[src/rtl/mux_8x1_rr_if.sv]
`default_nettype none
`timescale 1ns/1ps
// ============================================================================
// Module      : mux_8x1_rr_if
// Description : Bundle of the eight request/data channels plus the registered
//               output handshake of the round-robin 8:1 capture mux.
// Revision    : 1.0 - initial release
// ============================================================================
interface mux_8x1_rr_if #(
    parameter int WIDTH = 8
);
    logic [7:0]       req;
    logic [WIDTH-1:0] d0;
    logic [WIDTH-1:0] d1;
    logic [WIDTH-1:0] d2;
    logic [WIDTH-1:0] d3;
    logic [WIDTH-1:0] d4;
    logic [WIDTH-1:0] d5;
    logic [WIDTH-1:0] d6;
    logic [WIDTH-1:0] d7;
    logic [7:0]       gnt;
    logic [WIDTH-1:0] y;
    logic [2:0]       s;
    logic             y_valid;
    logic             y_ready;

    // Sources and sink: drive requests, data and ready; observe grant and output.
    modport master (
        output req, d0, d1, d2, d3, d4, d5, d6, d7, y_ready,
        input  gnt, y, s, y_valid
    );

    // The mux itself.
    modport slave (
        input  req, d0, d1, d2, d3, d4, d5, d6, d7, y_ready,
        output gnt, y, s, y_valid
    );
endinterface
`default_nettype wire

[src/rtl/mux_8x1_rr.sv]
`default_nettype none
`timescale 1ns/1ps
// ============================================================================
// Module      : mux_8x1_rr
// Description : Eight-channel round-robin mux feeding a one-entry registered
//               output slot with valid/ready handshake. One item per cycle
//               when the sink keeps up; one-cycle capture latency.
// Revision    : 1.0 - initial release
// ============================================================================
module mux_8x1_rr #(
    parameter int WIDTH = 8
) (
    input  wire logic     clk,
    input  wire logic     rst,
    mux_8x1_rr_if.slave   bus
);

    localparam int c_NUM_CH = 8;

    typedef enum logic [0:0] {
        ST_IDLE = 1'b0,
        ST_FULL = 1'b1
    } state_t;

    state_t           r_state_q;
    state_t           w_state_d;
    logic [2:0]       r_ptr_q;
    logic [2:0]       w_ptr_d;
    logic [WIDTH-1:0] r_y_q;
    logic [WIDTH-1:0] w_y_d;
    logic [2:0]       r_s_q;
    logic [2:0]       w_s_d;

    logic [WIDTH-1:0] w_d [c_NUM_CH];
    logic             w_slot_free;
    logic             w_found;
    logic             w_grant;
    logic [2:0]       w_idx;
    logic [2:0]       w_cand;
    logic [7:0]       w_gnt;

    assign w_d[0] = bus.d0;
    assign w_d[1] = bus.d1;
    assign w_d[2] = bus.d2;
    assign w_d[3] = bus.d3;
    assign w_d[4] = bus.d4;
    assign w_d[5] = bus.d5;
    assign w_d[6] = bus.d6;
    assign w_d[7] = bus.d7;

    // The slot can take a new item when empty, or when the held item leaves this edge.
    assign w_slot_free = (r_state_q == ST_IDLE) || bus.y_ready;
    // Reset blocks any grant so nothing is acknowledged that will not be captured.
    assign w_grant     = w_slot_free && w_found && !rst;

    // Rotating-priority search: first requesting channel starting at the pointer.
    always_comb begin
        w_found = 1'b0;
        w_idx   = r_ptr_q;
        w_cand  = r_ptr_q;
        for (int k = 0; k < c_NUM_CH; k++) begin
            w_cand = r_ptr_q + 3'(k);
            if (!w_found && bus.req[w_cand]) begin
                w_found = 1'b1;
                w_idx   = w_cand;
            end
        end
    end

    // One-hot acknowledge of the channel captured at the coming edge.
    always_comb begin
        w_gnt = 8'h00;
        if (w_grant) begin
            w_gnt[w_idx] = 1'b1;
        end
    end

    // Next state: capture on grant, drain to IDLE when the sink takes the last item.
    always_comb begin
        w_state_d = r_state_q;
        w_ptr_d   = r_ptr_q;
        w_y_d     = r_y_q;
        w_s_d     = r_s_q;
        case (r_state_q)
            ST_IDLE: begin
                if (w_grant) begin
                    w_state_d = ST_FULL;
                    w_y_d     = w_d[w_idx];
                    w_s_d     = w_idx;
                    w_ptr_d   = w_idx + 3'd1;
                end
            end
            ST_FULL: begin
                if (w_grant) begin
                    w_state_d = ST_FULL;
                    w_y_d     = w_d[w_idx];
                    w_s_d     = w_idx;
                    w_ptr_d   = w_idx + 3'd1;
                end else if (bus.y_ready) begin
                    // Item leaves with nothing behind it; y and s keep their values.
                    w_state_d = ST_IDLE;
                end
            end
            default: begin
                w_state_d = ST_IDLE;
            end
        endcase
    end

    // State, pointer and output registers; reset discards any held item.
    always_ff @(posedge clk) begin
        if (rst) begin
            r_state_q <= ST_IDLE;
            r_ptr_q   <= 3'd0;
            r_y_q     <= '0;
            r_s_q     <= 3'd0;
        end else begin
            r_state_q <= w_state_d;
            r_ptr_q   <= w_ptr_d;
            r_y_q     <= w_y_d;
            r_s_q     <= w_s_d;
        end
    end

    assign bus.gnt     = w_gnt;
    assign bus.y       = r_y_q;
    assign bus.s       = r_s_q;
    assign bus.y_valid = (r_state_q == ST_FULL);

endmodule
`default_nettype wire

[src/flat_wrapper.sv]
// flat-port wrapper written by rule: the top's interface ports become plain ports
module mux_8x1_rr_flat 
#(
    parameter int WIDTH = 8
)
  (clk, rst, bus_req, bus_d0, bus_d1, bus_d2, bus_d3, bus_d4, bus_d5, bus_d6, bus_d7, bus_y_ready, bus_gnt, bus_y, bus_s, bus_y_valid);
  mux_8x1_rr_if #(.WIDTH(WIDTH)) bus_i ();
  input  wire logic clk;
  input  wire logic rst;
  input wire logic [$bits(bus_i.req)-1:0] bus_req;
  input wire logic [$bits(bus_i.d0)-1:0] bus_d0;
  input wire logic [$bits(bus_i.d1)-1:0] bus_d1;
  input wire logic [$bits(bus_i.d2)-1:0] bus_d2;
  input wire logic [$bits(bus_i.d3)-1:0] bus_d3;
  input wire logic [$bits(bus_i.d4)-1:0] bus_d4;
  input wire logic [$bits(bus_i.d5)-1:0] bus_d5;
  input wire logic [$bits(bus_i.d6)-1:0] bus_d6;
  input wire logic [$bits(bus_i.d7)-1:0] bus_d7;
  input wire logic [$bits(bus_i.y_ready)-1:0] bus_y_ready;
  output wire logic [$bits(bus_i.gnt)-1:0] bus_gnt;
  output wire logic [$bits(bus_i.y)-1:0] bus_y;
  output wire logic [$bits(bus_i.s)-1:0] bus_s;
  output wire logic [$bits(bus_i.y_valid)-1:0] bus_y_valid;
  assign bus_i.req = bus_req;
  assign bus_i.d0 = bus_d0;
  assign bus_i.d1 = bus_d1;
  assign bus_i.d2 = bus_d2;
  assign bus_i.d3 = bus_d3;
  assign bus_i.d4 = bus_d4;
  assign bus_i.d5 = bus_d5;
  assign bus_i.d6 = bus_d6;
  assign bus_i.d7 = bus_d7;
  assign bus_i.y_ready = bus_y_ready;
  assign bus_gnt = bus_i.gnt;
  assign bus_y = bus_i.y;
  assign bus_s = bus_i.s;
  assign bus_y_valid = bus_i.y_valid;
  mux_8x1_rr #(.WIDTH(WIDTH)) u_core (.clk(clk), .rst(rst), .bus(bus_i));
endmodule
[config.mk]
export PLATFORM = sky130hd
export DESIGN_NAME = mux_8x1_rr_flat
export DESIGN_NICKNAME = d
export VERILOG_FILES = /design/src/rtl/mux_8x1_rr_if.sv /design/src/rtl/mux_8x1_rr.sv /design/src/flat_wrapper.sv
export SDC_FILE = /design/constraint.sdc
export NUM_CORES = 1
export LEC_CHECK = 0
export ABC_AREA = 1
export ABC_CLOCK_PERIOD_IN_PS = 3000
export CORE_AREA = 5 5 64 109
export DETAILED_ROUTE_END_ITERATION = 8
export DIE_AREA = 0 0 69 114
export GPL_TIMING_DRIVEN = 0
export MAX_ROUTING_LAYER = met4
export PLACE_DENSITY = 0.81
export REMOVE_ABC_BUFFERS = 1
export SLEW_MARGIN = 20
export SYNTH_ARGS = -nofsm -noshare
export SYNTH_HDL_FRONTEND = slang
export SYNTH_SLANG_ARGS = --single-unit
[constraint.sdc]
create_clock -name clk -period 3 [get_ports clk]
set_input_delay 0.45 -clock clk [delete_from_list [all_inputs] [get_ports clk]]
set_output_delay 0.45 -clock clk [all_outputs]
set_load 0.1 [all_outputs]
==> run metrics <==
worst min path class register to register; Worst-Margin Slew 1010 ps; initial antenna violation count 0; DR vias 3585; grt ovf 0; Slew Limit Fails 0; DR iter-0 viols approximately 320; Clock Tree Root clkbuf_8; placed cell areas 3160 um^2; Avg Inst Size Synth 5.30 um^2; vias in the first global route 3556; Placed Instances 577; # rows 38; CORE AREA 6090 um^2; starting density of the core ~37%; status finished, violations left; Worst Skew 7.14 ps; number of port buffers 94; Finish-stage setup viols 17; largest net degree at the start of global routing 17; CP Max Fanout 6; DR pass1 iterations 7; first-pass GRT wire length approximately 17000 um; layout cells sized above 1 between 30 and 40%; max_cap viols 0; leading cell type in the layout, fill and taps excluded nand2_1; unrepaired setup endpoints after global routing yes; slew margin rel. between 30% and 40%; most used cell, CP nor2_4; worst setup margin -587 ps; Die Span Y 114 um; Fmax 279 MHz; Mapped Cells 422; CTS Buf Count 3; worst reg2reg setup slack -240 ps; Final min period 3590 ps; Setup crit end kind output pin; failing checks negative setup slack; Synthesis Warnings 0; IO Count 95; Netlist Area Pre-Place between 2000 and 2500 um^2; Worst Setup Start Kind input pin; Die Footprint 7870 um^2; Detailed Place HPWL 6410 um; H-tree depth 1; Tot GR Track Use between 20% and 30%; Worst path slowest cell clkdlybuf4s50_1; Finished Cell Area roughly 4200 um^2; CTS Buffer Depth 2; count of cell types in the netlist 29; nets@finish 631; DR WL/cell 19.3 um; via/cell ratio 5.66; TritonCTS clock tree done; largest stage delay on the critical path 420 ps; commonest cells after routing, fill and taps aside nand2_1 (169), clkdlybuf4s50_1 (80), nand3_1 (76); sequential fraction of the synthesis area 13.4%; clk sinks 15; final hold vios 0; Tcrit/Tclk final 120%; Hold WS 523 ps; Clk Latency, worst-skew pair 260 ps; P&R area growth vs syn 89.7%; gpl congestion 0.964; Horiz. Die Dim 69 um; n_diodes 0; Seq cells post-synth 15; CTS clk-pin slew, worst paths 60 ps; post-route insts no fill 633; Fin Setup TNS -5990 ps; cts hold-fix bufs 0; type of the worst setup path input pin to output pin; final wirelength around 12000 um; cells along the critical path clkdlybuf4s50_1, nand2_1, nand3_1, nand3_1, nand2_2, inv_4, nand4_4, nor2_4, nand3_4, nand2_4, inv_4, a21oi_4, buf_6, nor2_4, inv_2, nor2_4, buf_12; Antenna Nets Post-Route 0; Remaining DRCs 0; Arrival @ worst endpoint approximately 3100 ps; CP required about 2600 ps
repair_timing:
item	4_1_cts	5_1_grt
gates resized for setup	188	22
endpoints found under the setup margin	23	18
buffers inserted	39	10
pin swaps	35	10
gates cloned	3	0
routing by layer:
layer  wire, um  share of wire [%]  up-vias  track usage (%)
met3        872                7.1       91             3.09
met2       6400                 52      256             54.1
li1           -                  -     1622                -
met1       3830                 31     1616             25.6
met4       1120                9.1        0             20.3
met5          0                  0        -                -
per-stage QoR:
stage               utilization, %  setup slack (ps)
floorplan                        -             -2110
global placement              51.9             -2790
detailed placement            51.9             -2920
CTS                           66.8              -272
global route                  69.7              -640
finish                        69.7              -587
worst paths after layout:
kind / start / end / cells after the start
worst max register to register: u_core.r_ptr_q[0] / u_core.bus.y[0] / 22
worst min register to register: u_core.bus.s[1] / u_core.bus.s[1] / 2
worst min-delay path: u_core.bus.s[1] / u_core.bus.s[1] / 2
worst max-delay path: bus_req[4] / bus_gnt[7] / 17
cells by family after synthesis:
| group | synth area share [%] |
|---|---|
| buffers and inverters | 11.2 |
| XOR/XNOR | 1.18 |
| flip-flops | 13.4 |
| adder cells (fa/ha/maj) | 1.12 |
| AND/OR/NAND/NOR | 68.7 |
| AO/OA/AOI/OAI | 4.36 |
synth_stat cells (all sizes together):
| cell | count | share of area (%) |
|---|---|---|
| inv | 35 | 5.9 |
| a31oi | 4 | 1.4 |
| o21ai | 7 | 1.7 |
| nand2 | 202 | 35 |
| buf | 16 | 4.8 |
| ha | 2 | 1.1 |
| xnor2 | 1 | 0.39 |
| nor2 | 24 | 6.8 |
| nand4 | 6 | 2.6 |
| dfxtp | 15 | 13 |
| a21oi | 4 | 1.2 |
| xor2 | 2 | 0.78 |
| nand3 | 101 | 24 |
| clkbuf | 3 | 0.50 |
layout make-up:
class	count	area, um^2
tap	80	100
clock buffer	3	41.3
fill	480	1840
clock inverter	1	5.00
inverter	35	161
sequential	15	312
timing repair buffer	143	1440
multi-input combinational	356	2180
sequential cells by signal, indices dropped and copies added, names as in the netlist:
name                count
u_core.bus.s            3
u_core.bus.y_valid      1
u_core.r_ptr_q          3
u_core.bus.y            8
critical path, delay by kind of cell:
family | cells | cell delay, ps
buffers and inverters | 6 | 990
AO/OA/AOI/OAI | 1 | 280
AND/OR/NAND/NOR | 10 | 1410
Power is left out: the tool's default activity adds up to more than one toggle a clock period on the data nets, which glitch-free logic cannot reach.
